### config.mk
export PLATFORM = sky130hd
export DESIGN_NAME = seq_detect_ctrl
export DESIGN_NICKNAME = d
export VERILOG_FILES = /design/src/rtl/seq_pkg.sv /design/src/rtl/seq_match_core.sv /design/src/rtl/seq_detect_ctrl.sv
export SDC_FILE = /design/constraint.sdc
export NUM_CORES = 1
export LEC_CHECK = 0
export ABC_AREA = 1
export ABC_CLOCK_PERIOD_IN_PS = 1610
export CAP_MARGIN = 30
export CORE_UTILIZATION = 38
export CTS_CLUSTER_DIAMETER = 40
export DETAILED_ROUTE_END_ITERATION = 8
export GPL_TIMING_DRIVEN = 0
export PLACE_DENSITY = 0.61
export SYNTH_ARGS = -nofsm -noshare
export SYNTH_HDL_FRONTEND = slang
export SYNTH_SLANG_ARGS = --single-unit
### constraint.sdc
create_clock -name clk -period 1.61 [get_ports clk]
set_input_delay 0.4025 -clock clk [delete_from_list [all_inputs] [get_ports clk]]
set_output_delay 0.4025 -clock clk [all_outputs]
set_load 0.005 [all_outputs]
### src/rtl/seq_pkg.sv
// rtl/seq_pkg.sv - shared constants for the windowed sequence detector
package seq_pkg;

    localparam int DEF_PAT_W = 4;
    localparam int DEF_CNT_W = 8;

    localparam logic [1:0] ST_IDLE = 2'd0;
    localparam logic [1:0] ST_RUN  = 2'd1;
    localparam logic [1:0] ST_DONE = 2'd2;

endpackage

### src/rtl/seq_match_core.sv
// rtl/seq_match_core.sv - shift history, fill tracking and Mealy pattern compare
module seq_match_core
    import seq_pkg::*;
#(
    parameter int PAT_W = DEF_PAT_W
) (
    input  logic             clk,
    input  logic             rst,
    input  logic             clr,
    input  logic             shift_en,
    input  logic             signal,
    input  logic [PAT_W-1:0] pattern,
    input  logic             overlap,
    output logic             match
);

    localparam int FW = $clog2(PAT_W);
    localparam logic [FW-1:0] FILL_MAX = FW'(PAT_W - 1);

    logic [PAT_W-2:0] hist_q, hist_d;
    logic [FW-1:0]    fill_q, fill_d;
    logic [PAT_W-1:0] window;

    always_comb begin
        window = {hist_q, signal};
        match  = shift_en && (fill_q == FILL_MAX) && (window == pattern);
    end

    always_comb begin
        hist_d = hist_q;
        fill_d = fill_q;
        if (clr) begin
            hist_d = '0;
            fill_d = '0;
        end else if (shift_en) begin
            hist_d = window[PAT_W-2:0];
            // A non-overlapping hit restarts the fill so the next match needs fresh bits
            if (match && !overlap) begin
                fill_d = '0;
            end else if (fill_q != FILL_MAX) begin
                fill_d = fill_q + FW'(1);
            end
        end
    end

    always_ff @(posedge clk) begin
        if (rst) begin
            hist_q <= '0;
            fill_q <= '0;
        end else begin
            hist_q <= hist_d;
            fill_q <= fill_d;
        end
    end

endmodule

### src/rtl/seq_detect_ctrl.sv
// rtl/seq_detect_ctrl.sv - windowed controller around the Mealy sequence matcher
module seq_detect_ctrl
    import seq_pkg::*;
#(
    parameter int PAT_W = DEF_PAT_W,
    parameter int CNT_W = DEF_CNT_W
) (
    input  logic             clk,
    input  logic             rst,
    input  logic             start,
    input  logic [PAT_W-1:0] pattern,
    input  logic             overlap,
    input  logic [CNT_W-1:0] win_len,
    input  logic             signal,
    input  logic             signal_vld,
    output logic             busy,
    output logic             out,
    output logic [CNT_W-1:0] match_cnt,
    output logic             done
);

    logic [1:0]       state_q, state_d;
    logic [CNT_W-1:0] bit_cnt_q, bit_cnt_d;
    logic [CNT_W-1:0] match_cnt_q, match_cnt_d;
    logic [CNT_W-1:0] win_q, win_d;
    logic [PAT_W-1:0] pat_q, pat_d;
    logic             ovl_q, ovl_d;
    logic             clr;
    logic             shift_en;
    logic             match;

    seq_match_core #(.PAT_W(PAT_W)) u_core (
        .clk      (clk),
        .rst      (rst),
        .clr      (clr),
        .shift_en (shift_en),
        .signal   (signal),
        .pattern  (pat_q),
        .overlap  (ovl_q),
        .match    (match)
    );

    always_comb begin
        state_d     = state_q;
        bit_cnt_d   = bit_cnt_q;
        match_cnt_d = match_cnt_q;
        win_d       = win_q;
        pat_d       = pat_q;
        ovl_d       = ovl_q;
        clr         = 1'b0;
        shift_en    = (state_q == ST_RUN) && signal_vld;
        case (state_q)
            ST_IDLE: begin
                if (start) begin
                    pat_d       = pattern;
                    ovl_d       = overlap;
                    win_d       = win_len;
                    match_cnt_d = '0;
                    bit_cnt_d   = '0;
                    clr         = 1'b1;
                    state_d     = (win_len == '0) ? ST_DONE : ST_RUN;
                end
            end
            ST_RUN: begin
                if (signal_vld) begin
                    bit_cnt_d = bit_cnt_q + CNT_W'(1);
                    if (match && (match_cnt_q != '1)) begin
                        match_cnt_d = match_cnt_q + CNT_W'(1);
                    end
                    // win_q is never zero here, so the subtraction cannot wrap
                    if (bit_cnt_q == win_q - CNT_W'(1)) begin
                        state_d = ST_DONE;
                    end
                end
            end
            ST_DONE: state_d = ST_IDLE;
            default: state_d = ST_IDLE;
        endcase
    end

    always_ff @(posedge clk) begin
        if (rst) begin
            state_q     <= ST_IDLE;
            bit_cnt_q   <= '0;
            match_cnt_q <= '0;
            win_q       <= '0;
            pat_q       <= '0;
            ovl_q       <= 1'b0;
        end else begin
            state_q     <= state_d;
            bit_cnt_q   <= bit_cnt_d;
            match_cnt_q <= match_cnt_d;
            win_q       <= win_d;
            pat_q       <= pat_d;
            ovl_q       <= ovl_d;
        end
    end

    always_comb begin
        busy      = (state_q != ST_IDLE);
        done      = (state_q == ST_DONE);
        out       = match;
        match_cnt = match_cnt_q;
    end

endmodule

==> results of run 1 <==
[state kept, by name (all words and copies together), names as in the netlist]
signal and count:
u_core.hist_q 3, bit_cnt_q 8, ovl_q 1, match_cnt 8, win_q 8, pat_q 4, state_q 2, u_core.fill_q 2
[stage by stage]
stage	util	TNS (ns)
after global placement	0.464	-8.76
after CTS	0.496	-0.208
after detailed placement	0.464	-8.76
after floorplan	-	0
final	0.531	-0.0505
after global routing	0.531	-0.249
[kinds of logic after synthesis]
| kind of cell | after synthesis | synth area share |
|---|---|---|
| buf+inv | 41 | 0.0771 |
| flops | 36 | 0.358 |
| fa+ha+maj | 4 | 0.0249 |
| xor+xnor | 8 | 0.0348 |
| compound gates | 43 | 0.118 |
| simple gates | 175 | 0.387 |
[how the worst min path moves through the flow]
stage	start	to	slack (ns)	cells after the start
after global routing	match_cnt[5]	match_cnt[5]	0.50	2
after floorplan	ovl_q	ovl_q	0.44	2
after CTS	u_core.fill_q[1]	u_core.fill_q[1]	0.47	2
after global placement	u_core.hist_q[0]	u_core.hist_q[1]	0.46	2
after detailed placement	u_core.fill_q[1]	u_core.fill_q[1]	0.46	2
final	u_core.hist_q[0]	u_core.hist_q[1]	0.47	2
[area by class of cell]
cell class | count | area (um^2)
buffer | 6 | 26.3
sequential | 36 | 749
timing repair buffer | 43 | 387
multi-input combinational | 230 | 1240
inverter | 35 | 134
tap | 70 | 87.6
clock buffer | 8 | 90.1
fill | 523 | 2390
[routing by layer]
metal	vias to the layer above	track usage	wire (um)
met2	31	0.312	2320
met3	6	0.0388	177
li1	1095	-	-
met1	889	0.253	2430
met4	0	0.0587	54
met5	-	0	0
[report_power, final]
group / switching (uW) / total [uW] / internal, uW
logic: 416 / 737 / 321
registers: 54.1 / 1000 / 950
clock network: 316 / 665 / 349
[cells in the mapped netlist]
cell	n
sky130_fd_sc_hd__nor3_1	4
sky130_fd_sc_hd__xnor2_1	3
sky130_fd_sc_hd__buf_2	1
sky130_fd_sc_hd__nor3b_1	1
sky130_fd_sc_hd__inv_2	1
sky130_fd_sc_hd__inv_1	34
sky130_fd_sc_hd__nand3b_1	4
sky130_fd_sc_hd__dfxtp_1	36
sky130_fd_sc_hd__and3_2	1
sky130_fd_sc_hd__nand2_1	86
sky130_fd_sc_hd__nand3_1	20
sky130_fd_sc_hd__o21ai_0	9
sky130_fd_sc_hd__xor2_1	5
sky130_fd_sc_hd__a21oi_1	25
sky130_fd_sc_hd__nor2_1	43
sky130_fd_sc_hd__nand2_4	4
sky130_fd_sc_hd__nor2_2	3
sky130_fd_sc_hd__nand2_2	2
sky130_fd_sc_hd__nor4_1	2
sky130_fd_sc_hd__a211oi_1	9
sky130_fd_sc_hd__nor2_4	2
sky130_fd_sc_hd__ha_1	4
sky130_fd_sc_hd__clkbuf_1	5
sky130_fd_sc_hd__nand4_1	3
[tightest hold or removal path: stages (launching register included)]
cell and delay [ns]:
sky130_fd_sc_hd__dfxtp_2 0.32, sky130_fd_sc_hd__nand2_1 0.05, sky130_fd_sc_hd__a21oi_1 0.05
[repair_timing]
action | CTS | global route
pin swaps | 4 | 10
resized for setup | 22 | 36
hold buffers | 0 | 0
setup endpoints to repair | 27 | 26
setup buffers | 6 | 10
==> impl_metrics.py, run 1 <==
metrics = {
    "run_status": {
        "status": "finished with violations",
        "failing_checks": "negative setup slack",
    },
    "cts": {
        "clock_latency_at_the_later_pin_of_the_worst_skew_pair_ns": 0.28,
        "cts_tree": "done",
        "clock_tree.buffer_depth": 2,
        "clk_pin_slew_ns": 0.07,
        "cts_htree_levels": 2,
        "clk_root_buffer_cell": "sky130_fd_sc_hd__clkbuf_8",
        "clock_sinks": 36,
        "cts_buffers": 5,
    },
    "route": {
        "antenna_violating_nets_post_route": 0,
        "avgViaCountPerCell": 4.72,
        "wl_um": 4980,
        "final_routed_drc_violation_total": 0,
        "detailroute.via_count": 2021,
        "drt_first_iter_violations": 73,
        "first_pass_iters": 4,
        "routed_wire_length_per_instance_um": 11.6,
    },
    "synth": {
        "ys_seq_elements": 36,
        "yosysTopAreaCellShare": 0.358,
        "post_synth_num_cell_types": 24,
        "synth.cell_area_mm2": 0.00201,
        "yosys_warnings": 0,
        "synth_largest_area_cell": "sky130_fd_sc_hd__dfxtp_1",
        "postSynthNetCount": 329,
        "synth.area.top_cells": "sky130_fd_sc_hd__dfxtp_1, sky130_fd_sc_hd__nand2_1, sky130_fd_sc_hd__nor2_1, sky130_fd_sc_hd__inv_1, sky130_fd_sc_hd__a21oi_1",
        "post_synth_inst_count": 307,
        "post_synth.cell_area_avg_um2": 6.56,
        "synth_seq_area_share": 0.358,
    },
    "timing": {
        "finalWorstPathRequiredPeriod_ns": 1.66,
        "report.final.slew_viol_count": 0,
        "clock-skew-final_ns": 0.00616,
        "final.period_utilization": 1.03,
        "tightest_slew_ns": 0.506,
        "maxSlewHeadroom": 0.663,
        "setup_violations": 1,
        "grt_setup_unrepaired": "true",
        "postLayoutSetupSlackWorst_ns": -0.0505,
        "fmax_mhz": 602,
        "worst_hold_slack_ns": 0.471,
        "final_hold_viol_count": 0,
    },
    "worst_setup_path": {
        "crit_path_max_fanout": 3,
        "crit_required_ns": 1.21,
        "critPathArrivalTime_ns": 1.26,
        "critical_register_to_register_path_startpoint": "state_q[0]",
        "start_kind": "flip-flop",
        "timing.critical_path.from": "state_q[0]",
        "worst-r2r-setup-slack_ns": 0.06,
        "ff2ff_path_depth": 12,
        "endpoint_kind": "primary output",
        "worst-setup-path-type": "flip-flop to primary output",
        "cp_slowest_cell": "sky130_fd_sc_hd__dfxtp_4",
        "cp_slowest_stage_delay_ns": 0.36,
        "cpMostUsedCell": "sky130_fd_sc_hd__nor2_4",
        "cp_num_cells": 6,
        "critical_path.top_delay_family": "simple AND/OR/NAND/NOR gates",
        "timing.critical_path.cells": "inv_2 > nor2_4 > nand2_4 > nor2_4 > and3_4 > clkbuf_2",
        "endpoint_of_the_most_critical_register_to_register_path": "bit_cnt_q[7]",
        "critical_path_buf_inv_count": 2,
        "critPathCapture": "out",
    },
    "floorplanning": {
        "design.die.area_mm2": 0.00559,
        "fp.dieW_um": 74.8,
        "fp.dieH_um": 74.8,
        "floorplan.io_pins": 29,
        "row_count": 26,
        "floorplan.initialDensity": 0.394,
        "design.core.area_mm2": 0.00511,
    },
    "place": {
        "port_buffers": 27,
        "post-place-ws_ns": -0.663,
        "placedInstanceArea_mm2": 0.00237,
        "post-dp-hpwl_um": 3630,
        "dp.cells": 404,
        "gp_congestion": 0.840,
    },
    "grt": {
        "grt_pass1_wl_um": 8160,
        "antenna_found_initial": 0,
        "grt_pass1_vias": 1807,
        "grt.total_usage": 0.191,
        "grt_remaining_overflow": 0,
        "grt_start_max_net_pins": 11,
    },
    "final_layout": {
        "final_layout_net_count": 379,
        "commonest_cells_after_routing_fill_and_taps_aside": "sky130_fd_sc_hd__nand2_1, sky130_fd_sc_hd__nor2_1, sky130_fd_sc_hd__inv_1",
        "mostFrequentLayoutCell": "sky130_fd_sc_hd__nand2_1",
        "fraction_of_final_layout_cells_sized_beyond_drive_strength_1": 0.193,
        "layout_cells_excl_fill": 428,
        "insertedDiodeCount": 0,
        "layout.cell_area.non_filler_mm2": 0.00271,
        "area_delta_synth_final_pct": 34.7,
    },
    "power": {
        "power.density_cell_area_mw_per_mm2": 887,
        "power_uw": 2410,
        "peakVddDrop_v": 0.000410,
        "leakagePower_uw": 0.00110,
    },
    "min_path": {
        "hold_class": "flip-flop to flip-flop",
    },
    "flow_run": {
        "drv.max_cap_violation_count": 0,
    },
}
No activity file was read; power rests on OpenSTA's default activity.
==> run 2, diff against run 1 <==
PLACE_DENSITY = 0.62   (was 0.61)
==> impl_metrics.py, run 2 (synthesis gave the netlist of run 1 again) <==
metrics = {
    "cts": {
        "cts_buffers": 5,
        "clk_pin_slew_ns": 0.07,
        "cts_htree_levels": 2,
        "clock_sinks": 36,
        "cts_tree": "done",
        "clk_root_buffer_cell": "sky130_fd_sc_hd__clkbuf_8",
        "clock_latency_at_the_later_pin_of_the_worst_skew_pair_ns": 0.29,
        "clock_tree.buffer_depth": 2,
        "ctsHoldBuffers": 0,
    },
    "timing": {
        "fmax_mhz": 612,
        "final_hold_viol_count": 0,
        "postLayoutSetupSlackWorst_ns": -0.0232,
        "setup_violations": 1,
        "grt_setup_unrepaired": "true",
        "tightest_slew_ns": 0.564,
        "final.period_utilization": 1.01,
        "report.final.slew_viol_count": 0,
        "setup_tns_final_ns": -0.0232,
        "worst_hold_slack_ns": 0.467,
        "maxSlewHeadroom": 0.624,
        "clock-skew-final_ns": 0.00455,
        "finalWorstPathRequiredPeriod_ns": 1.63,
    },
    "power": {
        "power.density_cell_area_mw_per_mm2": 869,
        "leakagePower_uw": 0.00111,
        "peakVddDrop_v": 0.000533,
    },
    "worst_setup_path": {
        "worst-setup-path-type": "flip-flop to primary output",
        "ff2ff_path_depth": 12,
        "crit_path_max_fanout": 3,
        "cp_num_cells": 6,
        "cpMostUsedCell": "sky130_fd_sc_hd__nor2_4",
        "timing.critical_path.from": "state_q[0]",
        "cp_slowest_cell": "sky130_fd_sc_hd__dfxtp_4",
        "timing.critical_path.cells": "inv_4 > nor2_4 > nand2_4 > nor2_4 > and3_4 > buf_6",
        "endpoint_kind": "primary output",
        "start_kind": "flip-flop",
        "critical_register_to_register_path_startpoint": "state_q[0]",
        "cp_slowest_stage_delay_ns": 0.37,
        "critical_path_buf_inv_count": 2,
        "critPathArrivalTime_ns": 1.23,
        "crit_required_ns": 1.21,
        "critical_path.top_delay_family": "simple AND/OR/NAND/NOR gates",
    },
    "floorplanning": {
        "fp.dieH_um": 74.8,
        "design.die.area_mm2": 0.00559,
        "design.core.area_mm2": 0.00511,
        "floorplan.initialDensity": 0.394,
        "floorplan.io_pins": 29,
        "fp.dieW_um": 74.8,
        "row_count": 26,
    },
    "final_layout": {
        "area_delta_synth_final_pct": 35.3,
        "layout_cells_excl_fill": 426,
        "final_layout_net_count": 377,
        "mostFrequentLayoutCell": "sky130_fd_sc_hd__nand2_1",
        "fraction_of_final_layout_cells_sized_beyond_drive_strength_1": 0.185,
        "commonest_cells_after_routing_fill_and_taps_aside": "sky130_fd_sc_hd__nand2_1, sky130_fd_sc_hd__nor2_1, sky130_fd_sc_hd__inv_1",
        "insertedDiodeCount": 0,
        "layout.cell_area.non_filler_mm2": 0.00272,
    },
    "flow_run": {
        "drv.max_cap_violation_count": 0,
    },
    "grt": {
        "grt_start_max_net_pins": 11,
        "grt.total_usage": 0.195,
        "grt_pass1_wl_um": 8180,
        "grt_pass1_vias": 1832,
        "antenna_found_initial": 0,
        "grt_remaining_overflow": 0,
    },
    "route": {
        "antenna_violating_nets_post_route": 0,
        "final_routed_drc_violation_total": 0,
        "wl_um": 5020,
        "routed_wire_length_per_instance_um": 11.8,
        "drt_first_iter_violations": 75,
        "avgViaCountPerCell": 4.78,
        "first_pass_iters": 4,
        "detailroute.via_count": 2037,
    },
    "place": {
        "gp_congestion": 0.843,
        "post-dp-hpwl_um": 3630,
        "post-place-ws_ns": -0.656,
        "port_buffers": 27,
        "dp.cells": 404,
        "placedInstanceArea_mm2": 0.00237,
    },
    "min_path": {
        "hold_class": "flip-flop to flip-flop",
        "worstHoldStart": "u_core.hist_q[0]",
        "timing.hold.worst_path_depth": 2,
    },
    "run_status": {
        "status": "finished with violations",
        "failing_checks": "negative setup slack",
    },
}
## run 2: cell count changes in the layout (fill, tap and decap cells not counted), moves of 2 or more
cell	change
sky130_fd_sc_hd__a21oi_1	-2
sky130_fd_sc_hd__a21oi_2	+2
sky130_fd_sc_hd__buf_4	-2
sky130_fd_sc_hd__clkdlybuf4s15_1	+2
sky130_fd_sc_hd__dfxtp_2	-3
sky130_fd_sc_hd__dfxtp_4	+3
sky130_fd_sc_hd__dlygate4sd2_1	-2
sky130_fd_sc_hd__nand2_2	-3
sky130_fd_sc_hd__nand2_4	+4
sky130_fd_sc_hd__nor2_2	-2
## run 2: metrics by stage
step / total power [uW] / util
after CTS: 2330 / 0.506
after global placement: 1590 / 0.464
after global routing: 2510 / 0.533
after floorplan: 1410 / -
final: 2370 / 0.533
after detailed placement: 1590 / 0.464
## run 2: worst reg2reg max path, stage by stage (launching register included)
cell and delay (ns):
sky130_fd_sc_hd__dfxtp_4 0.37, sky130_fd_sc_hd__inv_4 0.04, sky130_fd_sc_hd__nor2_4 0.11, sky130_fd_sc_hd__nand2_4 0.07, sky130_fd_sc_hd__buf_4 0.18, sky130_fd_sc_hd__nand2_8 0.10
sky130_fd_sc_hd__nand2_1 0.07, sky130_fd_sc_hd__nor2_2 0.14, sky130_fd_sc_hd__nand2_2 0.09, sky130_fd_sc_hd__nor2_4 0.09, sky130_fd_sc_hd__nand3_1 0.07, sky130_fd_sc_hd__nand2_1 0.06
sky130_fd_sc_hd__nor2_1 0.03
## run 2: power breakdown
part | switching (uW) | leakage, uW | internal (uW)
clock | 314 | 0.0000455 | 349
sequential | 54.9 | 0.000302 | 948
combinational | 408 | 0.000762 | 293
## run 2: area by class of cell
class / instances / area, um^2
clock buffer: 8 / 90.1
tap: 70 / 87.6
sequential: 36 / 757
inverter: 35 / 139
buffer: 6 / 23.8
multi-input combinational: 231 / 1250
fill: 514 / 2380
timing repair buffer: 40 / 372
## run 2: per-layer routing
layer | share of wire | wire length (um) | track usage | up-vias
met5 | 0 | 0 | 0 | -
met4 | 0.020 | 100 | 0.0713 | 0
met3 | 0.030 | 152 | 0.0469 | 8
met2 | 0.47 | 2350 | 0.313 | 27
met1 | 0.48 | 2410 | 0.255 | 914
li1 | - | - | - | 1088
## run 2: what timing repair did
| item | 4_1_cts | 5_1_grt |
|---|---|---|
| endpoints found under the setup margin | 27 | 22 |
| setup buffers | 11 | 6 |
| endpoints found under the hold margin | 0 | 0 |
| gates resized for setup | 38 | 30 |
| pin swaps | 10 | 14 |
| cloned | 1 | 0 |
## run 2: path summary, 6_finish.rpt
kind,endpoint,slack (ns)
max reg2reg,bit_cnt_q[7],0.08
min,u_core.hist_q[0],0.47
min reg2reg,u_core.hist_q[0],0.47
max,out,-0.02
==> run 3, diff against run 2 <==
CTS_BUF_LIST = sky130_fd_sc_hd__clkbuf_4   (was default)
==> impl_metrics.py, run 3 (synthesis gave the netlist of run 1 again) <==
metrics = {
    "run_status": {
        "status": "finished with violations",
        "failing_checks": "negative setup slack",
    },
    "timing": {
        "final_hold_viol_count": 0,
        "final.period_utilization": 1.05,
        "finalWorstPathRequiredPeriod_ns": 1.68,
        "worst_hold_slack_ns": 0.462,
        "report.final.slew_viol_count": 0,
        "setup_violations": 2,
        "maxSlewHeadroom": 0.603,
        "clock-skew-final_ns": 0.0111,
        "postLayoutSetupSlackWorst_ns": -0.0747,
        "tightest_slew_ns": 0.595,
        "grt_setup_unrepaired": "true",
        "fmax_mhz": 594,
    },
    "final_layout": {
        "final_util": 0.537,
        "final_layout_net_count": 380,
        "mostFrequentLayoutCell": "sky130_fd_sc_hd__nand2_1",
        "fraction_of_final_layout_cells_sized_beyond_drive_strength_1": 0.223,
        "commonest_cells_after_routing_fill_and_taps_aside": "sky130_fd_sc_hd__nand2_1, sky130_fd_sc_hd__nor2_1, sky130_fd_sc_hd__inv_1",
        "insertedDiodeCount": 0,
        "area_delta_synth_final_pct": 36.1,
        "layout.cell_area.non_filler_mm2": 0.00274,
        "fillCellCount": 512,
    },
    "route": {
        "detailroute.via_count": 2080,
        "drt_first_iter_violations": 68,
        "avgViaCountPerCell": 4.85,
        "wl_um": 5060,
        "routed_wire_length_per_instance_um": 11.8,
        "antenna_violating_nets_post_route": 0,
        "final_routed_drc_violation_total": 0,
        "first_pass_iters": 4,
    },
    "grt": {
        "grt_remaining_overflow": 0,
        "grt_pass1_wl_um": 8320,
        "grt.total_usage": 0.201,
        "grt_start_max_net_pins": 11,
        "antenna_found_initial": 0,
        "grt_pass1_vias": 1879,
    },
    "worst_setup_path": {
        "ff2ff_path_depth": 9,
        "crit_required_ns": 1.21,
        "crit_path_max_fanout": 3,
        "endpoint_kind": "primary output",
        "worst-r2r-setup-slack_ns": 0.07,
        "worst-setup-path-type": "flip-flop to primary output",
        "start_kind": "flip-flop",
        "critPathArrivalTime_ns": 1.28,
    },
    "power": {
        "netSwitchingFraction": 0.348,
        "peakVddDrop_v": 0.000459,
        "combinational_power_share": 0.316,
        "cell_internal_pwr_uw": 1430,
        "clock_power_share": 0.227,
        "power_frac_seq": 0.458,
        "power_switching_uw": 764,
        "power.density_cell_area_mw_per_mm2": 801,
        "leakagePower_uw": 0.00118,
    },
    "floorplanning": {
        "floorplan.initialDensity": 0.394,
        "row_count": 26,
        "floorplan.io_pins": 29,
        "design.core.area_mm2": 0.00511,
        "fp.dieH_um": 74.8,
        "design.die.area_mm2": 0.00559,
        "fp.dieW_um": 74.8,
    },
    "cts": {
        "cts_tree": "done",
        "cts_htree_levels": 2,
        "clk_root_buffer_cell": "sky130_fd_sc_hd__clkbuf_4",
        "clk_pin_slew_ns": 0.11,
        "clock_tree.buffer_depth": 2,
        "clock_sinks": 36,
        "ctsHoldBuffers": 0,
        "clock_latency_at_the_later_pin_of_the_worst_skew_pair_ns": 0.34,
        "cts_buffers": 5,
    },
    "place": {
        "port_buffers": 27,
        "post-dp-hpwl_um": 3630,
        "gp_congestion": 0.843,
        "placedInstanceArea_mm2": 0.00237,
    },
    "min_path": {
        "hold_class": "primary input to flip-flop",
        "timing.hold.worst_path_depth": 2,
    },
    "flow_run": {
        "drv.max_cap_violation_count": 0,
    },
}
## run 3: changes by cell type in the layout (fill, tap and decap cells not counted), moves of 4 or more
cell	before	now
sky130_fd_sc_hd__nand3_1	20	16
sky130_fd_sc_hd__dlygate4sd2_1	2	6
sky130_fd_sc_hd__clkbuf_8	6	0
sky130_fd_sc_hd__clkbuf_4	0	7
sky130_fd_sc_hd__clkdlybuf4s50_1	20	14
sky130_fd_sc_hd__nand3_2	0	4
## run 3: area by class of cell
cell class | count | area (um^2) | share of cell area
clock inverters | 1 | 3.75 | 0.00137
well taps | 70 | 87.6 | 0.0320
clock buffers | 7 | 52.6 | 0.0192
multi-input cells | 231 | 1290 | 0.473
flip-flops and latches | 36 | 749 | 0.274
inverters | 35 | 136 | 0.0498
plain buffers | 6 | 23.8 | 0.00868
repair buffers | 43 | 392 | 0.143
## run 3: final timing paths
check                                 startpoint               end
worst max-delay path            u_core.fill_q[1]               out
worst min-delay path                         rst          pat_q[0]
worst max register to register  u_core.fill_q[1]      match_cnt[3]
worst min register to register  u_core.hist_q[0]  u_core.hist_q[1]
## run 3: per-layer routing
| metal | routed length [um] | track usage |
|---|---|---|
| met1 | 2380 | 0.251 |
| met2 | 2360 | 0.325 |
| met3 | 153 | 0.0482 |
| met4 | 163 | 0.101 |
| met5 | 0 | 0 |
## run 3: critical path, cell delays in order, from the launching register on
cell                      delay [ns]
sky130_fd_sc_hd__dfxtp_2        0.37
sky130_fd_sc_hd__ha_4           0.15
sky130_fd_sc_hd__nand2_4        0.05
sky130_fd_sc_hd__nor2_4         0.10
sky130_fd_sc_hd__and3_4         0.18
sky130_fd_sc_hd__buf_6          0.09
## run 3: per-stage QoR
stage	setup slack (ns)	power [uW]	cells	setup TNS [ns]
after floorplan	0.167	1410	307	0
after global placement	-0.674	1590	404	-8.69
after detailed placement	-0.656	1590	404	-9.40
after CTS	-0.117	2190	429	-0.225
after global routing	-0.159	2340	429	-0.389
final	-0.0747	2200	429	-0.145
## run 3: timing repair
| item | 4_1_cts | 5_1_grt |
|---|---|---|
| gates cloned | 1 | 0 |
| setup endpoints to repair | 30 | 22 |
| gates resized for setup | 53 | 26 |
| pin swaps | 12 | 12 |
| setup buffers | 19 | 3 |
## run 3: power by group through the flow
stage	Sequential (uW)	Combinational, uW	Clock, uW
2_1_floorplan	1010	405	0
3_3_place_gp	1020	570	0
3_5_place_dp	1020	576	0
4_1_cts	999	672	514
5_1_grt	1010	774	547
6_report	1000	693	497
